[config.mk]
export PLATFORM = sky130hd
export DESIGN_NAME = iter_divider_flat
export DESIGN_NICKNAME = d
export VERILOG_FILES = /design/src/rtl/iter_divider_pkg.sv /design/src/rtl/iter_divider_if.sv /design/src/rtl/iter_divider_step.sv /design/src/rtl/iter_divider.sv /design/src/flat_wrapper.sv
export SDC_FILE = /design/constraint.sdc
export NUM_CORES = 1
export LEC_CHECK = 0
export ABC_CLOCK_PERIOD_IN_PS = 9830
export CORE_AREA = 5 5 173 175
export CTS_CLUSTER_DIAMETER = 80
export DETAILED_ROUTE_END_ITERATION = 6
export DIE_AREA = 0 0 178 180
export PLACE_DENSITY_LB_ADDON = 0.3
export SLEW_MARGIN = 0
export SYNTH_ARGS = -nofsm -noshare
export SYNTH_HDL_FRONTEND = slang
export SYNTH_SLANG_ARGS = --single-unit
export TNS_END_PERCENT = 50
[constraint.sdc]
create_clock -name clk -period 9.83 [get_ports clk]
set_input_delay 2.4575 -clock clk [delete_from_list [all_inputs] [get_ports clk]]
set_output_delay 2.4575 -clock clk [all_outputs]
set_load 0.01 [all_outputs]
[src/rtl/iter_divider_pkg.sv]
// Package div_pkg: shared definitions for the iterative divider.
//   state_t : FSM encoding (S_IDLE, S_RUN, S_DONE)
//   clog2() : constant-evaluable ceil(log2(value)), used to size the step counter
package div_pkg;

   typedef enum logic [1:0] {
      S_IDLE = 2'd0,
      S_RUN  = 2'd1,
      S_DONE = 2'd2
   } state_t;

   function automatic int unsigned clog2(input int unsigned value);
      int unsigned result;
      result = 0;
      for (int unsigned i = 0; i < 32; i++) begin
         if ((64'd1 << i) < 64'(value)) result = i + 1;
      end
      return result;
   endfunction

endpackage

[src/rtl/iter_divider_if.sv]
// Interface iter_divider_if: request/result bundle of the iterative divider.
//   master : requester (start, is_signed, dividend, divisor out; status/results in)
//   slave  : divider   (request in; busy, done, quotient, remainder, div_by_zero out)
interface iter_divider_if #(
   parameter int unsigned WIDTH = 32
);
   logic             start;
   logic             is_signed;
   logic [WIDTH-1:0] dividend;
   logic [WIDTH-1:0] divisor;
   logic             busy;
   logic             done;
   logic [WIDTH-1:0] quotient;
   logic [WIDTH-1:0] remainder;
   logic             div_by_zero;

   modport master (
      output start, is_signed, dividend, divisor,
      input  busy, done, quotient, remainder, div_by_zero
   );

   modport slave (
      input  start, is_signed, dividend, divisor,
      output busy, done, quotient, remainder, div_by_zero
   );
endinterface

[src/rtl/iter_divider_step.sv]
// Module div_step: one combinational restoring-division step.
//   rem      [WIDTH:0]   partial remainder before the step
//   qbit_in              next dividend bit shifted into the remainder
//   dvsr     [WIDTH-1:0] divisor magnitude
//   rem_next [WIDTH:0]   partial remainder after the step
//   qbit                 quotient bit produced by this step
module div_step
   import div_pkg::*;
#(
   parameter int unsigned WIDTH = 32
) (
   input  logic [WIDTH:0]   rem,
   input  logic             qbit_in,
   input  logic [WIDTH-1:0] dvsr,
   output logic [WIDTH:0]   rem_next,
   output logic             qbit
);
   // One guard bit above the shifted remainder: the top bit is the borrow.
   logic [WIDTH+1:0] diff;

   always_comb begin
      diff     = {rem, qbit_in} - {2'b00, dvsr};
      qbit     = ~diff[WIDTH+1];
      rem_next = qbit ? diff[WIDTH:0] : {rem[WIDTH-1:0], qbit_in};
   end
endmodule

[src/rtl/iter_divider.sv]
// Module iter_divider: multi-cycle restoring divider (DIV/DIVU, HI/LO results).
//   clk, rst_n : clock, asynchronous active-low reset
//   bus        : iter_divider_if.slave (start/is_signed/dividend/divisor in;
//                busy/done/quotient/remainder/div_by_zero out)
// One quotient bit per RUN cycle on operand magnitudes, sign fix-up on the
// final step. Divide by zero finishes immediately with q=all ones, r=dividend.
// Build option: DIV_EARLY_OUT_EN finishes immediately when |dividend| < |divisor|.
module iter_divider
   import div_pkg::*;
#(
   parameter int unsigned WIDTH = 32
) (
   input  logic          clk,
   input  logic          rst_n,
   iter_divider_if.slave bus
);
   localparam int unsigned CW = clog2(WIDTH + 1);

   state_t           state_q, state_d;
   logic [CW-1:0]    cnt_q, cnt_d;
   logic [WIDTH:0]   rem_q, rem_d;
   logic [WIDTH-1:0] q_q, q_d;
   logic [WIDTH-1:0] dvsr_q, dvsr_d;
   logic             neg_quo_q, neg_quo_d;
   logic             neg_rem_q, neg_rem_d;
   logic [WIDTH-1:0] quotient_q, quotient_d;
   logic [WIDTH-1:0] remainder_q, remainder_d;
   logic             dbz_q, dbz_d;
   logic             busy_q, busy_d;
   logic             done_q, done_d;

   logic [WIDTH:0]   step_rem;
   logic             step_qbit;
   logic [WIDTH-1:0] q_fin, r_fin, abs_dvd, abs_dvs;
   logic             accept;

   div_step #(.WIDTH(WIDTH)) u_step (
      .rem      (rem_q),
      .qbit_in  (q_q[WIDTH-1]),
      .dvsr     (dvsr_q),
      .rem_next (step_rem),
      .qbit     (step_qbit)
   );

   always_comb begin
      state_d     = state_q;
      cnt_d       = cnt_q;
      rem_d       = rem_q;
      q_d         = q_q;
      dvsr_d      = dvsr_q;
      neg_quo_d   = neg_quo_q;
      neg_rem_d   = neg_rem_q;
      quotient_d  = quotient_q;
      remainder_d = remainder_q;
      dbz_d       = dbz_q;

      q_fin   = {q_q[WIDTH-2:0], step_qbit};
      r_fin   = step_rem[WIDTH-1:0];
      abs_dvd = (bus.is_signed && bus.dividend[WIDTH-1]) ? -bus.dividend : bus.dividend;
      abs_dvs = (bus.is_signed && bus.divisor[WIDTH-1])  ? -bus.divisor  : bus.divisor;
      accept  = bus.start && (state_q != S_RUN);

      if (state_q == S_RUN) begin
         rem_d = step_rem;
         q_d   = q_fin;
         cnt_d = cnt_q - CW'(1);
         if (cnt_q == CW'(1)) begin
            state_d     = S_DONE;
            quotient_d  = neg_quo_q ? -q_fin : q_fin;
            remainder_d = neg_rem_q ? -r_fin : r_fin;
         end
      end else if (accept) begin
         // The dividend magnitude sits in the quotient shift register and
         // feeds the remainder MSB-first as quotient bits fill from the LSB.
         neg_quo_d = bus.is_signed && (bus.dividend[WIDTH-1] ^ bus.divisor[WIDTH-1]);
         neg_rem_d = bus.is_signed && bus.dividend[WIDTH-1];
         dvsr_d    = abs_dvs;
         q_d       = abs_dvd;
         rem_d     = '0;
         cnt_d     = CW'(WIDTH);
         dbz_d     = 1'b0;
         if (bus.divisor == '0) begin
            state_d     = S_DONE;
            quotient_d  = '1;
            remainder_d = bus.dividend;
            dbz_d       = 1'b1;
         end
`ifdef DIV_EARLY_OUT_EN
         else if (abs_dvd < abs_dvs) begin
            state_d     = S_DONE;
            quotient_d  = '0;
            remainder_d = bus.dividend;
         end
`endif
         else begin
            state_d = S_RUN;
         end
      end else begin
         state_d = S_IDLE;
      end

      busy_d = (state_d == S_RUN);
      done_d = (state_d == S_DONE);
   end

   always_ff @(posedge clk or negedge rst_n) begin
      if (!rst_n) begin
         state_q     <= S_IDLE;
         cnt_q       <= '0;
         rem_q       <= '0;
         q_q         <= '0;
         dvsr_q      <= '0;
         neg_quo_q   <= 1'b0;
         neg_rem_q   <= 1'b0;
         quotient_q  <= '0;
         remainder_q <= '0;
         dbz_q       <= 1'b0;
         busy_q      <= 1'b0;
         done_q      <= 1'b0;
      end else begin
         state_q     <= state_d;
         cnt_q       <= cnt_d;
         rem_q       <= rem_d;
         q_q         <= q_d;
         dvsr_q      <= dvsr_d;
         neg_quo_q   <= neg_quo_d;
         neg_rem_q   <= neg_rem_d;
         quotient_q  <= quotient_d;
         remainder_q <= remainder_d;
         dbz_q       <= dbz_d;
         busy_q      <= busy_d;
         done_q      <= done_d;
      end
   end

   assign bus.busy        = busy_q;
   assign bus.done        = done_q;
   assign bus.quotient    = quotient_q;
   assign bus.remainder   = remainder_q;
   assign bus.div_by_zero = dbz_q;
endmodule

[src/flat_wrapper.sv]
// flat-port wrapper written by rule: the top's interface ports become plain ports
module iter_divider_flat import div_pkg::*;
#(
   parameter int unsigned WIDTH = 32
)
  (clk, rst_n, bus_start, bus_is_signed, bus_dividend, bus_divisor, bus_busy, bus_done, bus_quotient, bus_remainder, bus_div_by_zero);
  iter_divider_if #(.WIDTH(WIDTH)) bus_i ();
  input  logic clk;
  input  logic rst_n;
  input wire logic [$bits(bus_i.start)-1:0] bus_start;
  input wire logic [$bits(bus_i.is_signed)-1:0] bus_is_signed;
  input wire logic [$bits(bus_i.dividend)-1:0] bus_dividend;
  input wire logic [$bits(bus_i.divisor)-1:0] bus_divisor;
  output wire logic [$bits(bus_i.busy)-1:0] bus_busy;
  output wire logic [$bits(bus_i.done)-1:0] bus_done;
  output wire logic [$bits(bus_i.quotient)-1:0] bus_quotient;
  output wire logic [$bits(bus_i.remainder)-1:0] bus_remainder;
  output wire logic [$bits(bus_i.div_by_zero)-1:0] bus_div_by_zero;
  assign bus_i.start = bus_start;
  assign bus_i.is_signed = bus_is_signed;
  assign bus_i.dividend = bus_dividend;
  assign bus_i.divisor = bus_divisor;
  assign bus_busy = bus_i.busy;
  assign bus_done = bus_i.done;
  assign bus_quotient = bus_i.quotient;
  assign bus_remainder = bus_i.remainder;
  assign bus_div_by_zero = bus_i.div_by_zero;
  iter_divider #(.WIDTH(WIDTH)) u_core (.clk(clk), .rst_n(rst_n), .bus(bus_i));
endmodule
==> impl_metrics.yaml, run 1 <==
global_route:
  track_usage: 0.219
  antenna_found_initial: 1
  first_global_vias: 11000
  grt_pass1_wl_mm: 57.5
  grt_max_degree: 102
  overflow: 0
die:
  ioPinCount: 135
  fp.dieArea_sq_mm: 0.0320
  die_x_um: 178
  core_area_sq_mm: 0.0283
  fp-row-count: 62
  start_util: 0.443
  die-height_um: 180
timing:
  tightestPinTransition_ns: 1.05
  drv_slew: 0
  slew_headroom: 0.300
  tns_ns: 0
  max_clock_freq_ghz: 0.154
  rsz0062_at_grt: "false"
  clock_skew_ns: 0.0141
  post-route-period-util: 0.663
  holdWs_ns: 0.470
  finalHoldViolCount: 0
  setup_viol: 0
  post-route-min-period_ns: 6.51
cells_and_area:
  diodes: 0
  nNetsFinal: 1735
  layout-drive-gt1-share: 0.0433
  final_cell_mix: "o21ai_0, nand2_1, dfrtp_1, clkdlybuf4s50_1, a21oi_1"
  final_common_cell: "o21ai_0"
  areaGrowthSynthToFinish_pct: 17.4
detailed_routing:
  ant_nets: 0
  drt-initial-drc-count: 887
  viasPerCell: 5.70
  dr_total_vias: 11500
  post_drt_wl_per_cell_um: 17.4
  drcViolationCount: 0
  drt_first_pass_iters: 5
  routed_wl_mm: 35.3
yosys:
  post-synth-top-area-fraction: 0.347
  synth_compound_area_frac: 0.238
  async_reset_ff_frac: 1.00
  synth-xor-area-share: 0.0922
  yosysWarnings: 0
  synth_cells: 1553
  synth.mux.area_fraction: 0.0367
  synth_area_sq_mm: 0.0125
  synth_top_family_by_area: "compound AO/OA/AOI/OAI gates"
  yosys.area_share.simple: 0.199
  synth_ff_type: "dfrtp_1"
  synth_largest_area_cell: "dfrtp_1"
  synth_edf_count: 0
  synth_area_leaders: "dfrtp_1, o21ai_0, xor2_1, nand2_1, a21oi_1"
  syn_area_per_cell_sq_um: 8.08
  synth.distinct_cells: 78
  synth_seq_area_share: 0.347
  synthAdderAreaFrac: 0.0395
  syn_nets: 1660
  ys_ff_latch: 174
min_path:
  hold_path_class: "reg -> reg"
clock_network:
  cts.clk_slew.worst_paths_ns: 0.07
  cts_resized: 0
  cts.htree.levels: 4
  cts_setup_buffers: 0
  clock_sinks: 174
  cts.path.max_buffers: 2
  ctsHoldBuffers: 0
  clockRootBuffer: "clkbuf_16"
  numCtsBuffers: 17
  clock_latency_ns: 0.44
  cts_tree: "yes"
run_status:
  status: "finished clean"
placed_design:
  place_congestion: 0.888
  dp_hpwl_mm: 26.0
  numPortBuffers: 134
pwr:
  p_leak_uw: 0.00603
  power_density_mw_per_mm2: 430
  ir_worst_vdd_mv: 0.192
critical_path:
  crit_required_ns: 10.19
  critPathLaunchType: "input pin"
  crit_fanout: 37
  crit_type: "in -> reg"
  end_kind: "register"
  cp.arrival_ns: 6.87
flow_run:
  drv_cap: 0
[final timing paths]
path,from,end,slack (ns),cells after the start
worst max-delay path,bus_divisor[4],u_core.bus.remainder[30]$_DFFE_PN0P_,3.32,12
worst min-delay path,u_core.cnt_q[5]$_DFFE_PN0P_,u_core.cnt_q[5]$_DFFE_PN0P_,0.47,1
worst max register to register,u_core.rem_q[9]$_DFFE_PN0P_,u_core.bus.remainder[26]$_DFFE_PN0P_,3.88,19
worst min register to register,u_core.cnt_q[5]$_DFFE_PN0P_,u_core.cnt_q[5]$_DFFE_PN0P_,0.47,1
max in group asynchronous,rst_n,u_core.rem_q[21]$_DFFE_PN0P_,6.16,2
min in group asynchronous,rst_n,u_core.bus.quotient[9]$_DFFE_PN0P_,2.10,1
[logic make-up (layout without fill, tap and decap cells)]
logic type      count (synthesis)  count (layout)
flops                         174             174
xor+xnor                      132             132
fa+ha+maj                      39              39
simple gates                  513             513
compound gates                498             498
mux                            45              45
buf+inv                       152             240
[worst max-delay path: stages]
cell and delay, ns:
clkdlybuf4s50_1 0.46, nor4_1 0.53, nand3b_1 0.23, nor3_1 0.34
nor3b_1 0.54, nand2_1 0.31, nor4_4 0.28, buf_4 0.40
nor2_2 0.07, inv_1 0.78, o221ai_1 0.25, o21ai_0 0.19
[registers in the layout, indices dropped and copies added, names as in the netlist, 2 cells and up]
name	flops
u_core.rem_q	33
u_core.bus.quotient	32
u_core.bus.remainder	32
u_core.dvsr_q	32
u_core.q_q	32
u_core.cnt_q	6
u_core.state_q	2
[area by class of cell]
type | instances | area (sq um)
Clock buffer | 17 | 425
Clock inverter | 15 | 198
Fill cell | 2702 | 13600
Inverter | 63 | 239
Multi-Input combinational cell | 1227 | 7610
Sequential cell | 174 | 4350
Tap cell | 384 | 480
Timing Repair Buffer | 145 | 1420
[stage by stage]
step / total power, uW / std cells / cell area, sq um / util / worst slack [ns]
6_report: 6340 / 2025 / 14700 / 0.520 / 3.32
5_1_grt: 6900 / 2025 / 14700 / 0.520 / 2.75
4_1_cts: 6320 / 2025 / 14700 / 0.520 / 3.34
3_5_place_dp: 5570 / 1993 / 14100 / 0.498 / 2.88
3_3_place_gp: 5480 / 1993 / 14100 / 0.498 / 3.08
2_1_floorplan: 4410 / 1553 / 12500 / - / 4.64
[power breakdown]
group / internal, uW / switching (uW)
Sequential: 1070 / 348
Combinational: 1660 / 2540
Clock: 388 / 330
[synth_stat cells (all sizes together), types with 5 or more instances]
| cell | instances |
|---|---|
| a211oi | 12 |
| a21o | 20 |
| a21oi | 113 |
| a221oi | 5 |
| a22oi | 7 |
| a31oi | 20 |
| and2 | 11 |
| and3 | 13 |
| buf | 17 |
| clkbuf | 72 |
| dfrtp | 174 |
| ha | 38 |
| inv | 63 |
| mux2 | 5 |
| mux2i | 40 |
| nand2 | 183 |
| nand2b | 13 |
| nand3 | 21 |
| nand3b | 34 |
| nand4 | 6 |
| nor2 | 111 |
| nor3 | 47 |
| nor4 | 13 |
| o211ai | 14 |
| o21ai | 234 |
| o31ai | 26 |
| o41ai | 10 |
| or3 | 30 |
| or4 | 11 |
| xnor2 | 53 |
| xor2 | 79 |
[per-layer routing]
metal / routed length [um] / vias to the layer above / global-route usage / part of all wire
li1: - / 5716 / - / -
met1: 16500 / 5412 / 0.315 / 0.47
met2: 16100 / 362 / 0.346 / 0.46
met3: 2200 / 44 / 0.0336 / 0.062
met4: 450 / 2 / 0.0511 / 0.013
met5: 13 / - / 0 / 0.00037
No activity file was read; power rests on OpenSTA's default activity.
==> inputs of run 2 (changes only) <==
- ABC_CLOCK_PERIOD_IN_PS: 9830 -> 5850
- clock period: 9.83 -> 5.85 ns (I/O delays scaled with it)
==> run 2 against run 1 <==
Clock skew fell by 0.0034 ns. Utilization hardly changed. First-iteration DRC count grew 9.7%. Sequential cell count is the same. Largest cell class unchanged. Critical endpoint is now u_core.bus.remainder[26]$_DFFE_PN0P_. Count of clock-buffer cells in the layout did not move. Highest routed layer is now met4. Hold slack better by 0.0090 ns. Worst setup slack got worse by 2.8 ns. Cell count about the same. Non-clock buffer count is 2 higher.
==> impl_metrics.yaml, run 2 (synthesized netlist as in run 1, its figures left out) <==
detailed_routing:
  routed_wl_mm: 35.8
  ant_nets: 0
  wl_met1_mm: 17.0
  dr_total_vias: 11600
  wl_met3_mm: 2.07
  top_layer: "met4"
  drt_first_pass_iters: 5
  post_drt_wl_per_cell_um: 17.7
  drcViolationCount: 0
  viasPerCell: 5.72
  wl_met2_mm: 16.3
  drt-initial-drc-count: 973
clock_network:
  cts_setup_buffers: 0
  cts_resized: 0
  cts.htree.levels: 4
  cts.clk_slew.worst_paths_ns: 0.07
  cts_tree: "yes"
  ctsHoldBuffers: 0
  numCtsBuffers: 17
  clock_sinks: 174
  cts.path.max_buffers: 2
  clock_latency_ns: 0.44
  clockRootBuffer: "clkbuf_16"
critical_path:
  cpPeakStageDelay_ns: 0.50
  crit_chain: "ha_1, a21oi_1, o211ai_1, a21boi_0, nand3_1, a2111o_1, and3_2, inv_4, mux2i_1, ha_1, inv_1, nor4b_1, nand2_1, a31oi_1, a31oi_1, a21o_1, o41ai_2, xnor2_1, a21oi_1"
  rr_startpoint: "u_core.rem_q[9]$_DFFE_PN0P_"
  end_kind: "register"
  critPathLaunchType: "register"
  crit_required_ns: 6.15
  cp.arrival_ns: 5.63
  crit_type: "reg -> reg"
  critPathSlowestCell: "a2111o_1"
  reg2regPathDepth: 19
  cp-startpoint: "u_core.rem_q[9]$_DFFE_PN0P_"
  crit_fanout: 28
cells_and_area:
  final_common_cell: "o21ai_0"
  regMostFlops: "u_core.rem_q"
  fin_util: 0.520
  fillCellCount: 2742
  post-route-cell-area_sq_mm: 0.0147
  areaGrowthSynthToFinish_pct: 17.4
  diodes: 0
  layout-drive-gt1-share: 0.0444
  largest_reg_flops: 33
  nNetsFinal: 1737
  final_cell_mix: "o21ai_0, nand2_1, dfrtp_1, clkdlybuf4s50_1, a21oi_1"
timing:
  rsz0062_at_grt: "false"
  tns_ns: 0
  holdWs_ns: 0.479
  setup_viol: 0
  clock_skew_ns: 0.0107
  tightestPinTransition_ns: 0.985
  drv_slew: 0
  slew_headroom: 0.344
  post-route-period-util: 0.911
  finalHoldViolCount: 0
  post-route-min-period_ns: 5.33
  max_clock_freq_ghz: 0.188
global_route:
  first_global_vias: 11100
  overflow: 0
  grt_pass1_wl_mm: 59.0
  antenna_found_initial: 0
  grt_max_degree: 109
  track_usage: 0.223
die:
  core_area_sq_mm: 0.0283
  die-height_um: 180
  ioPinCount: 135
  fp.dieArea_sq_mm: 0.0320
  fp-row-count: 62
  die_x_um: 178
  start_util: 0.443
placed_design:
  place_area_sq_mm: 0.0141
  numPortBuffers: 134
  dp_hpwl_mm: 26.2
  place_congestion: 0.912
flow_run:
  drv_cap: 0
min_path:
  hold_path_class: "reg -> reg"
  holdPathStages: 2
  min_from: "u_core.dvsr_q[28]$_DFFE_PN0P_"
run_status:
  status: "finished clean"
==> run 2: cell types whose count changed in the layout (fill, tap and decap cells not counted) <==
cell       previous run  this run
inv_8                 1         5
bufinv_16             2         0
clkinv_4              3         1
inv_6                 5         3
buf_12                0         1
buf_4                11        12
clkinv_2              0         1
inv_12                0         1
==> run 2: critical path, delay by kind of cell (launching register included) <==
| kind | cells | cell delay [ns] |
|---|---|---|
| compound gates | 9 | 2.05 |
| xor+xnor | 1 | 0.16 |
| fa+ha+maj | 2 | 0.69 |
| buf+inv | 2 | 0.41 |
| flops | 1 | 0.45 |
| mux | 1 | 0.37 |
| simple gates | 4 | 1.05 |
==> run 2: cell type report <==
type | instances | area (sq um) | area share
multi-input combinational | 1227 | 7610 | 0.517
sequential | 174 | 4350 | 0.296
clock inverter | 15 | 169 | 0.0115
tap | 384 | 480 | 0.0326
timing repair buffer | 147 | 1450 | 0.0983
inverter | 63 | 239 | 0.0162
clock buffer | 17 | 425 | 0.0289
==> run 2: worst paths after layout <==
path                       slack (ns)                                   end
setup reg to reg                 0.52  u_core.bus.remainder[26]$_DFFE_PN0P_
hold / removal                   0.48         u_core.dvsr_q[28]$_DFFE_PN0P_
min in group asynchronous        0.99    u_core.bus.quotient[3]$_DFFE_PN0P_
max in group asynchronous        3.83  u_core.bus.remainder[27]$_DFFE_PN0P_
setup / recovery                 0.52  u_core.bus.remainder[26]$_DFFE_PN0P_
hold reg to reg                  0.48         u_core.dvsr_q[28]$_DFFE_PN0P_
==> run 2: per-stage QoR <==
step / setup WS [ns] / instances
after floorplan: 1.21 / 1553
after global placement: 0.713 / 1995
after detailed placement: 0.607 / 1995
after CTS: 0.593 / 2027
after global routing: 0.110 / 2027
final: 0.520 / 2027
==> run 2: layer usage <==
metal | vias up | global-route usage
met1 | 5496 | 0.331
met4 | 0 | 0.0446
met2 | 372 | 0.349
met3 | 29 | 0.0298
met5 | - | 0
li1 | 5696 | -
Power of run 2 is not shown: default switching activity piles up to over one toggle a cycle in this logic, so the estimate is an artifact.
==> inputs of run 3 (changes only) <==
- PLACE_DENSITY: default -> 0.76
- PLACE_DENSITY_LB_ADDON: 0.3 -> default
- SETUP_SLACK_MARGIN: default -> 0.05
==> run 3 against run 2 <==
Largest cell class unchanged. First-iteration DRC count increased by 13%. Hold slack got worse by 0.0027 ns. Via count increased by 0.34%. Sequential share of layout area unchanged. Worst setup slack got worse by 0.0095 ns. Die area unchanged. Cell count about the same. Final area unchanged. Register-to-register slack about the same. Non-clock buffer count unchanged. Fmax decreased by 0.18%.
==> impl_metrics.yaml, run 3 (synthesized netlist as in run 1, its figures left out) <==
run_status:
  status: "finished clean"
cells_and_area:
  fillCellCount: 2681
  final_common_cell: "o21ai_0"
  diodes: 0
  areaGrowthSynthToFinish_pct: 17.4
  regMostFlops: "u_core.rem_q"
  nNetsFinal: 1737
  fin_util: 0.520
  largest_reg_flops: 33
  final_cell_mix: "o21ai_0, nand2_1, dfrtp_1, clkdlybuf4s50_1, a21oi_1"
  layout-drive-gt1-share: 0.0438
min_path:
  min_from: "u_core.cnt_q[5]$_DFFE_PN0P_"
  hold_path_class: "reg -> reg"
global_route:
  grt_pass1_wl_mm: 57.6
  first_global_vias: 11000
  antenna_found_initial: 1
  track_usage: 0.220
  overflow: 0
  grt_max_degree: 102
timing:
  setup_viol: 0
  max_clock_freq_ghz: 0.187
  rsz0062_at_grt: "false"
  finalHoldViolCount: 0
  tightestPinTransition_ns: 0.979
  tns_ns: 0
  post-route-min-period_ns: 5.34
  slew_headroom: 0.347
  post-route-period-util: 0.913
  drv_slew: 0
  clock_skew_ns: 0.0122
clock_network:
  cts.path.max_buffers: 2
  cts_tree: "yes"
  cts_setup_buffers: 0
  clock_latency_ns: 0.43
  cts.htree.levels: 4
  numCtsBuffers: 17
  cts_resized: 0
  clock_sinks: 174
  clockRootBuffer: "clkbuf_16"
  cts.clk_slew.worst_paths_ns: 0.07
  ctsHoldBuffers: 0
detailed_routing:
  drcViolationCount: 0
  ant_nets: 0
  post_drt_wl_per_cell_um: 17.5
  routed_wl_mm: 35.5
  drt-initial-drc-count: 1101
  viasPerCell: 5.74
  drt_first_pass_iters: 5
  dr_total_vias: 11600
die:
  die-height_um: 180
  core_area_sq_mm: 0.0283
  fp.dieArea_sq_mm: 0.0320
  die_x_um: 178
  start_util: 0.443
  ioPinCount: 135
  fp-row-count: 62
critical_path:
  crit_fanout: 28
  critPathLaunchType: "register"
  critPathTopFamily: "compound AO/OA/AOI/OAI gates"
  cp.arrival_ns: 5.64
  crit_chain: "ha_1, a21oi_1, o211ai_1, a21boi_0, nand3_1, a2111o_1, and3_2, inv_4, mux2i_1, ha_1, inv_1, nor4b_1, nand2_1, a31oi_1, a31oi_1, a21o_1, o41ai_2, xnor2_1, a21oi_1"
  cp-startpoint: "u_core.rem_q[9]$_DFFE_PN0P_"
  end_kind: "register"
  critPathSlowestCell: "a2111o_1"
  crit_type: "reg -> reg"
  rr_startpoint: "u_core.rem_q[9]$_DFFE_PN0P_"
  timing.critical_path.buf_inv: 2
  cpPeakStageDelay_ns: 0.52
  crit_required_ns: 6.15
flow_run:
  drv_cap: 0
placed_design:
  place_congestion: 0.929
  numPortBuffers: 134
  dp_hpwl_mm: 26.3
## run 3: cell count changes in the layout (fill, tap and decap cells not counted), sizes merged
cell	change
bufinv	+2
clkbuf	+1
clkinv	-2
clkinvlp	+1
inv	-3
## run 3: layout make-up
type | instances | area [sq um] | area share
Clock buffer | 18 | 439 | 0.0298
Clock inverter | 13 | 155 | 0.0105
Inverter | 63 | 239 | 0.0162
Multi-Input combinational cell | 1227 | 7610 | 0.517
Sequential cell | 174 | 4350 | 0.296
Tap cell | 384 | 480 | 0.0326
Timing Repair Buffer | 147 | 1450 | 0.0983
## run 3: worst paths after layout
path,to,slack (ns),depth (start not counted)
setup reg to reg,u_core.bus.remainder[26]$_DFFE_PN0P_,0.51,19
hold / removal,u_core.cnt_q[5]$_DFFE_PN0P_,0.48,1
max in group asynchronous,u_core.dvsr_q[20]$_DFFE_PN0P_,3.84,2
setup / recovery,u_core.bus.remainder[26]$_DFFE_PN0P_,0.51,19
hold reg to reg,u_core.cnt_q[5]$_DFFE_PN0P_,0.48,1
min in group asynchronous,u_core.bus.quotient[7]$_DFFE_PN0P_,1.06,1
## run 3: per-layer routing
layer | GRT usage | vias up | part of all wire
met5 | 0 | - | 0.00037
li1 | - | 5722 | -
met2 | 0.347 | 432 | 0.45
met1 | 0.314 | 5422 | 0.45
met4 | 0.0622 | 2 | 0.022
met3 | 0.0324 | 54 | 0.072
## run 3: worst register-to-register path: stages, from the launching register on
cell      delay [ns]
dfrtp_1         0.44
ha_1            0.41
a21oi_1         0.36
o211ai_1        0.13
a21boi_0        0.19
nand3_1         0.24
a2111o_1        0.52
and3_2          0.24
inv_4           0.27
mux2i_1         0.38
ha_1            0.27
inv_1           0.12
nor4b_1         0.49
nand2_1         0.10
a31oi_1         0.17
a31oi_1         0.11
a21o_1          0.27
o41ai_2         0.24
xnor2_1         0.16
a21oi_1         0.09
## run 3: through the flow
stage               instance area, sq um  hold WS, ns  worst slack (ns)  instances
floorplan                          12500        0.445              1.21       1553
global placement                   14100        0.462             0.770       1995
detailed placement                 14100        0.468             0.617       1995
CTS                                14700        0.478             0.551       2026
global route                       14700        0.500             0.116       2026
finish                             14700        0.477             0.510       2026
Power of run 3 is left out for the same reason.
